[src/rtl/aibcr3aux_lvshift_pkg.sv]
// ---------------------------------------------------------------------------
// aibcr3aux_lvshift_pkg
// Shared types and constants for the AUX level-shifter power sequencer.
//   STATE_W     : width of the power-state encoding (also the pwr_state port)
//   CNT_W       : width of the RAMP debounce counter
//   pwr_state_e : OFF(0) VCC_ONLY(1) VCCL_ONLY(2) RAMP(3) ON(4)
// ---------------------------------------------------------------------------
package aibcr3aux_lvshift_pkg;

    localparam int STATE_W = 3;
    localparam int CNT_W   = 8;

    typedef enum logic [STATE_W-1:0] {
        ST_OFF       = 3'd0,
        ST_VCC_ONLY  = 3'd1,
        ST_VCCL_ONLY = 3'd2,
        ST_RAMP      = 3'd3,
        ST_ON        = 3'd4
    } pwr_state_e;

endpackage

[src/rtl/aibcr3aux_sync2.sv]
// ---------------------------------------------------------------------------
// aibcr3aux_sync2
// Two-flop synchroniser for one asynchronous bit, cleared by sync reset.
//   clk_i : sampling clock
//   rst_i : synchronous active-high reset (both flops to 0)
//   d_i   : asynchronous input
//   q_o   : synchronised output (2-cycle latency)
// ---------------------------------------------------------------------------
module aibcr3aux_sync2 (
    input  logic clk_i,
    input  logic rst_i,
    input  logic d_i,
    output logic q_o
);

    logic meta_q;
    logic sync_q;

    always_ff @(posedge clk_i) begin
        if (rst_i) begin
            meta_q <= 1'b0;
            sync_q <= 1'b0;
        end else begin
            meta_q <= d_i;
            sync_q <= meta_q;
        end
    end

    assign q_o = sync_q;

endmodule

[src/rtl/aibcr3aux_lvshift_seq.sv]
// ---------------------------------------------------------------------------
// aibcr3aux_lvshift_seq
// Power sequencer for the AUX level shifter. Both supply-present indicators
// are synchronised, then a small FSM decides whether the NCH-bit data path
// is passed through (ON), clamped (VCC_ONLY) or forced low (all else).
// Entry to ON is debounced for DBNC cycles in RAMP; loss is immediate.
//
// Ports:
//   clk            : sole clock
//   reset          : synchronous active-high reset
//   vccl_aibcr3aux : low-voltage supply present (asynchronous)
//   vcc_aibcr3aux  : high-voltage supply present (asynchronous)
//   in [NCH]       : low-domain data
//   out [NCH]      : shifted / clamped data, registered
//   pwr_good       : high only in ON, registered
//   pwr_state [3]  : current state encoding, registered
//
// Build option: AIBCR3AUX_LVSHIFT_XPROP_EN -- when defined, an unknown
// synchronised supply value drives out and pwr_state to X for that cycle
// (simulation aid). When undefined, unknown supply values count as 0.
// ---------------------------------------------------------------------------
module aibcr3aux_lvshift_seq
    import aibcr3aux_lvshift_pkg::*;
#(
    parameter int             NCH       = 8,
    parameter int             DBNC      = 4,
    parameter logic [NCH-1:0] CLAMP_VAL = '1
) (
    input  logic               clk,
    input  logic               reset,
    input  logic               vccl_aibcr3aux,
    input  logic               vcc_aibcr3aux,
    input  logic [NCH-1:0]     in,
    output logic [NCH-1:0]     out,
    output logic               pwr_good,
    output logic [STATE_W-1:0] pwr_state
);

    localparam logic [CNT_W-1:0] CNT_LAST = CNT_W'(DBNC - 1);

    // ---- supply synchronisers: bit 1 = vccl, bit 0 = vcc ----
    logic [1:0] sup_raw;
    logic [1:0] sup_sync;

    assign sup_raw = {vccl_aibcr3aux, vcc_aibcr3aux};

    for (genvar g = 0; g < 2; g++) begin : g_sync
        aibcr3aux_sync2 u_sync (
            .clk_i (clk),
            .rst_i (reset),
            .d_i   (sup_raw[g]),
            .q_o   (sup_sync[g])
        );
    end

    logic sv, svl;
    logic sv_ok, svl_ok;

    assign sv  = sup_sync[0];
    assign svl = sup_sync[1];
    // Only a solid 1 counts as "present"; X/Z fall to absent.
    assign sv_ok  = (sv  === 1'b1);
    assign svl_ok = (svl === 1'b1);

    // ---- state / counter registers ----
    pwr_state_e         state_q, state_d;
    logic [CNT_W-1:0]   cnt_q, cnt_d;
    logic [NCH-1:0]     out_q, out_d;
    logic               pwr_good_q;
    logic [STATE_W-1:0] pwr_state_q;

    always_comb begin
        state_d = state_q;
        unique case ({svl_ok, sv_ok})
            2'b00: state_d = ST_OFF;
            2'b01: state_d = ST_VCC_ONLY;
            2'b10: state_d = ST_VCCL_ONLY;
            2'b11: begin
                if (state_q == ST_RAMP) begin
                    if (cnt_q == CNT_LAST) state_d = ST_ON;
                end else if (state_q != ST_ON) begin
                    state_d = ST_RAMP;
                end
            end
        endcase

        // Counter only runs while staying in RAMP; any exit (to ON or on a
        // supply drop) clears it so re-entry starts from 0.
        cnt_d = (state_q == ST_RAMP && state_d == ST_RAMP) ? cnt_q + 1'b1 : '0;

        // Output decoded from the next state so data, state and pwr_good
        // all change on the same edge.
        unique case (state_d)
            ST_ON:       out_d = in;
            ST_VCC_ONLY: out_d = CLAMP_VAL;
            default:     out_d = '0;
        endcase
    end

    always_ff @(posedge clk) begin
        if (reset) begin
            state_q     <= ST_OFF;
            cnt_q       <= '0;
            out_q       <= '0;
            pwr_good_q  <= 1'b0;
            pwr_state_q <= '0;
        end else begin
            state_q     <= state_d;
            cnt_q       <= cnt_d;
            out_q       <= out_d;
            pwr_good_q  <= (state_d == ST_ON);
            pwr_state_q <= state_d;
`ifdef AIBCR3AUX_LVSHIFT_XPROP_EN
            if ($isunknown({svl, sv})) begin
                out_q       <= 'x;
                pwr_state_q <= 'x;
            end
`endif
        end
    end

    assign out       = out_q;
    assign pwr_good  = pwr_good_q;
    assign pwr_state = pwr_state_q;

endmodule

[config.mk]
export PLATFORM = sky130hd
export DESIGN_NAME = aibcr3aux_lvshift_seq
export DESIGN_NICKNAME = d
export VERILOG_FILES = /design/src/rtl/aibcr3aux_lvshift_pkg.sv /design/src/rtl/aibcr3aux_sync2.sv /design/src/rtl/aibcr3aux_lvshift_seq.sv
export SDC_FILE = /design/constraint.sdc
export NUM_CORES = 1
export LEC_CHECK = 0
export CORE_ASPECT_RATIO = 0.8
export CORE_MARGIN = 3
export CORE_UTILIZATION = 40
export CTS_CLUSTER_SIZE = 25
export DETAILED_ROUTE_END_ITERATION = 6
export PLACE_DENSITY_LB_ADDON = 0.05
export SKIP_CTS_REPAIR_TIMING = 1
export SYNTH_ARGS = -nofsm -noshare
export SYNTH_HDL_FRONTEND = slang
export SYNTH_SLANG_ARGS = --single-unit
[constraint.sdc]
create_clock -name clk -period 2.1 [get_ports clk]
set_clock_uncertainty 0.15 [all_clocks]
set_input_delay 0.42 -clock clk [delete_from_list [all_inputs] [get_ports clk]]
set_output_delay 0.42 -clock clk [all_outputs]
set_load 0.1 [all_outputs]
Word level (Yosys, flattened, before mapping)
Index checks and enable logic that the tools add are counted.
- add/sub/neg operators: 1
- reductions and logical operators: 3
- equality and inequality tests: 11
- bitwise gates (word level): 1
- muxes and demuxes: 5
- operator list (cell ; number):
    8-bit case mux with 2 select lines ; 1
    3-bit case mux with 4 select lines ; 1
    3-bit two-way mux ; 3
    8-bit by 1-bit adder with 8-bit output (second input constant) ; 1
    8-bit by 2-bit == test with 1-bit output (second input constant) ; 1
    3-bit by 2-bit == test with 1-bit output (second input constant) ; 2
    2-bit == test (second input constant) ; 2
    3-bit by 1-bit == test with 1-bit output (second input constant) ; 1
    3-bit == test (second input constant) ; 1
    3-bit inequality test (second input constant) ; 1
    2-bit by 1-bit == test with 1-bit output (second input constant) ; 1
    1-bit === test (second input constant) ; 2
    2-bit zero test ; 1
    2-bit OR reduction ; 1
    1-bit logical AND ; 1
    1-bit inverter ; 1
- flip-flop bits (word level): 24
- word-level logic and storage cells: 29
- output and inout port bits: 12
- bits of input ports: 12

Longest topological paths before layout
- depth in word-level cells: 8
- depth in mapped cells: 5
- mapped depth without buffers: 4

Modules after synthesis
From an unflattened synthesis, not the netlist that was laid out.
- cell total of the unflattened synthesis: 86
- area, all modules: 850.8 um^2
- modules (own cells, without submodules) (module ; cells each ; times used ; area each (um^2) ; seq. area each (um^2)):
    aibcr3aux_lvshift_seq ; 78 ; 1 ; 745.7 ; 400.4
    aibcr3aux_sync2 ; 4 ; 2 ; 52.6 ; 40.0

Worst setup path after synthesis
OpenSTA, ideal clock, no wires.
- kind: reg-to-reg
- from: register, netlist name pwr_state[2]
- to: register out_q[0] (netlist: out[0])
- setup slack: 0.059 ns
- setup time: 0.070 ns
- period minus slack after synthesis: 2.041 ns
- required time: 1.880 ns
- cell stages (with the launch flop): 5
- buffers on the path: 1
- arrival time: 1.821 ns
- cells stage by stage: dfxtp_1 or3b_4 and2_1 buf_6 a21oi_1
- RTL lines (what ; line ; text):
    end signal, assigned ; aibcr3aux_lvshift_seq.sv:110 ; out_q <= out_d;
    end, declared ; aibcr3aux_lvshift_seq.sv:68 ; logic [NCH-1:0] out_q, out_d;

Worst setup path after layout
- from: register cnt_q[0]
- to: register cnt_q[3]
- word-level cells in the longest chain between the ends: 8
- elaborated cells on any way between the ends: 9
- those cells by class: add/sub (1); eq/ne (2); mux (3); bitwise (1); reduce/logical (2)
- ends and longest elaborated chain (what ; line ; text):
    start, declared ; aibcr3aux_lvshift_seq.sv:67 ; logic [CNT_W-1:0] cnt_q, cnt_d;
    start signal, assigned ; aibcr3aux_lvshift_seq.sv:109 ; cnt_q <= cnt_d;
    8-bit by 2-bit == test with 1-bit output ; aibcr3aux_lvshift_seq.sv:80 ; if (cnt_q == CNT_LAST) state_d = ST_ON;
    3-bit two-way mux ; aibcr3aux_lvshift_seq.sv:80 ;
    3-bit two-way mux ; aibcr3aux_lvshift_seq.sv:79 ; if (state_q == ST_RAMP) begin
    3-bit case mux with 4 select lines ; aibcr3aux_lvshift_seq.sv:74 ; unique case ({svl_ok, sv_ok})
    3-bit by 2-bit == test with 1-bit output ; aibcr3aux_lvshift_seq.sv:89 ; cnt_d = (state_q == ST_RAMP && state_d == ST_RAMP) ? cnt_q + 1'b1 : '0;
    1-bit logical AND ; aibcr3aux_lvshift_seq.sv:89 ;
    1-bit inverter (no source line) ; n/a ;
    2-bit OR reduction (no source line) ; n/a ;
Parallel ways exist; a longest one is shown, timed or not.
A chain may end at the register's enable or synchronous reset.

==> flow_metrics.tcl <==
set metrics [dict create \
    arrival_ps 1870 \
    synth_area_leader_cell "dfxtp_1" \
    rr_worst_depth 4 \
    syn_avg_cell_area_um2 10.05 \
    die_area_um2 2872 \
    place.gp.congestion 0.7934 \
    ys_types 29 \
    tightest_slew_ps 360.5 \
    whs_ps 304.5 \
    antenna_left 0 \
    p_int_mw 0.6900 \
    fmax_mhz 550.6 \
    worstHoldPathType "flip-flop to flip-flop" \
    clockRootBuffer "clkbuf_4" \
    grt_first_pass_wirelength_mm 2.766 \
    setup_viol 0 \
    syn_nets 103 \
    min_path_cells 1 \
    finalHoldViolCount 0 \
    multi_input_area_um2 394.1 \
    num-fill-cells 190 \
    numCtsBuffers 3 \
    worstHoldStart "g_sync[1].u_sync.meta_q" \
    dr.pass1.iters 4 \
    path_class "flip-flop to flip-flop" \
    synth_warnings 0 \
    core_um2 2014 \
    critPathMaxFanout 8 \
    drc 0 \
    period_share 0.8648 \
    h-tree-depth 1 \
    switching_share 0.2199 \
    utilization 0.5857 \
    start_kind "flip-flop" \
    vias 721 \
    synthCells 90 \
    clockBufferDepth 2 \
    via_per_inst 5.150 \
    initial_core_util 0.4491 \
    fin_nets 130 \
    syn_area_um2 904.6 \
    post_route_cells_drive_above_1_share 0.2069 \
    p_leak_nw 0.4469 \
    synth_ff_type "dfxtp_1" \
    comb_power_share 0.101 \
    track_usage 0.1287 \
    status "finished, final reports clean" \
    antenna_cells 0 \
    antenna_found_initial 0 \
    area_delta_synth_final_pct 30.43 \
    ys_seq_area_frac 0.5311 \
    synth_top_area_frac 0.5311 \
    hold_path_end "g_sync[1].u_sync.q_o" \
    async_flop_share 0 \
    maxSlewViolCount 0 \
    die_h_um 48.54 \
    path_clk_slew_ps 130 \
    grt_max_degree 15 \
    r2r_start "cnt_q[0]" \
    drv_cap 0 \
    die_x_um 59.17 \
    p_per_area_nw_per_um2 749.7 \
    grt_overflow 0 \
    post_drt_wl_per_cell_um 12.79 \
    switching_power_mw 0.1946 \
    cts.sinks 24 \
    rows 14 \
    cp_data_required_time_ps 2150 \
    io_buffers 23 \
    seqCellArea_um2 480.5 \
    seq_power_share 0.530 \
    grt_pass1_vias 593 \
    cts_tree "built" \
    yosys-top-cells-area "dfxtp_1 (53%), o21ai_0 (6.1%), a21oi_1 (5.5%), nand3_1 (2.8%), nor2b_1 (2.8%)" \
    r2r-end "cnt_q[3]" \
    routed_wl_mm 1.791 \
    ios 24 \
    dp_hpwl_mm 1.265 \
    grt_setup_unrepaired "no" \
    r2r_slack_ps 280 \
    synth_edf_count 0 \
    period_minus_slack_ps 1816 \
    relSlewSlack 0.7592 \
    insertion_delay_ps 310 \
    tns_ps 0 \
    p_clk_frac 0.369 \
    ys_ff_latch 24 \
    drtIter0Drc 18 \
    critPathCaptureType "flip-flop" \
    peakVddDrop_v 0.0007372 \
]
## layout make-up
class,instances,share of cell area
timing repair buffer,25,0.1824
inverter,2,0.006363
tap,24,0.02545
clock buffer,3,0.01909
clock inverter,1,0.02545
multi-input combinational,61,0.3340
sequential,24,0.4072
## through the flow
stage                     instances  total power [mW]  setup slack (ps)  instance area, um^2
final                           140            0.8846             283.8                 1180
after global routing            140            0.9260             117.9                 1180
after CTS                       140            0.8994             283.1                 1180
after detailed placement        136            0.5683             325.9                 1127
after global placement          136            0.5677             383.4                 1127
after floorplan                  90            0.5338             59.25                904.6
## cell usage after synthesis (all sizes together) (2+ instances only)
cell / number
nor3b: 2
nand2: 3
buf: 2
nor3: 4
o21ai: 11
a21oi: 10
inv: 2
or3: 3
nor2b: 5
xor2: 2
and2: 2
a211oi: 3
nand3: 6
dfxtp: 24
## power groups by stage
stage / Combinational (mW) / Clock, mW / Sequential, mW
after detailed placement: 0.0895 / 0 / 0.479
after global placement: 0.0891 / 0 / 0.479
after floorplan: 0.0133 / 0 / 0.520
after CTS: 0.0899 / 0.341 / 0.469
after global routing: 0.0937 / 0.363 / 0.470
final: 0.0893 / 0.327 / 0.468
## flip-flops by register name (all words and copies together) (netlist names)
name and cells:
cnt_q 8, g_sync.u_sync.meta_q 2, g_sync.u_sync.q_o 2, out 8
pwr_good 1, pwr_state 3
## worst max path at each step
stage / from / to / cells past startpoint
after CTS: cnt_q[0] / cnt_q[3] / 4
after global placement: reset / cnt_q[6] / 4
after detailed placement: cnt_q[0] / cnt_q[4] / 4
final: cnt_q[0] / cnt_q[3] / 4
after floorplan: pwr_state[2] / out[0] / 4
after global routing: cnt_q[0] / cnt_q[3] / 4
## logic make-up after synthesis
| group | count (synthesis) | share of synthesized area |
|---|---|---|
| buf+inv | 5 | 0.03320 |
| simple gates | 31 | 0.2268 |
| flops | 24 | 0.5311 |
| fa+ha+maj | 1 | 0.01383 |
| xor+xnor | 3 | 0.02905 |
| compound gates | 26 | 0.1660 |
## worst max-delay path: stages (launching register included)
cell and delay, ps:
dfxtp_1 430, ha_1 280, nor3b_1 360, and2_1 380, nor3_1 100
## placed cells by master, fill, tap and decap left out
| master | synthesis | layout |
|---|---|---|
| xor2_1 | 2 | 2 |
| nand3b_1 | 1 | 1 |
| xnor2_1 | 1 | 1 |
| clkdlybuf4s50_1 | 0 | 11 |
| clkbuf_4 | 0 | 3 |
| or3_1 | 3 | 3 |
| a211oi_2 | 1 | 1 |
| nand3_2 | 1 | 1 |
| nor2b_2 | 1 | 1 |
| o21ai_0 | 11 | 11 |
| and3_1 | 1 | 1 |
| nand3_1 | 5 | 5 |
| buf_4 | 1 | 14 |
| o32ai_1 | 1 | 1 |
| a21oi_1 | 10 | 10 |
| bufinv_16 | 0 | 1 |
| inv_1 | 2 | 2 |
| dfxtp_1 | 24 | 24 |
| ha_1 | 1 | 1 |
| or3b_4 | 1 | 1 |
| nor2b_1 | 4 | 4 |
| and3b_1 | 1 | 1 |
| nand4_2 | 1 | 1 |
| and2_1 | 2 | 2 |
| nor4_2 | 1 | 1 |
| o2bb2ai_1 | 1 | 1 |
| nor3b_1 | 2 | 2 |
| nor3_1 | 4 | 4 |
| a211oi_1 | 2 | 2 |
| nand2_1 | 3 | 3 |
## metal layers
metal / vias up / wire length, um / track usage
li1: 373 / - / -
met1: 325 / 923 / 0.1734
met2: 21 / 725 / 0.1765
met3: 2 / 126 / 0.06117
met4: 0 / 17 / 0.04528
met5: - / 0 / 0
Note: power is estimated with default switching activity, not from simulation.
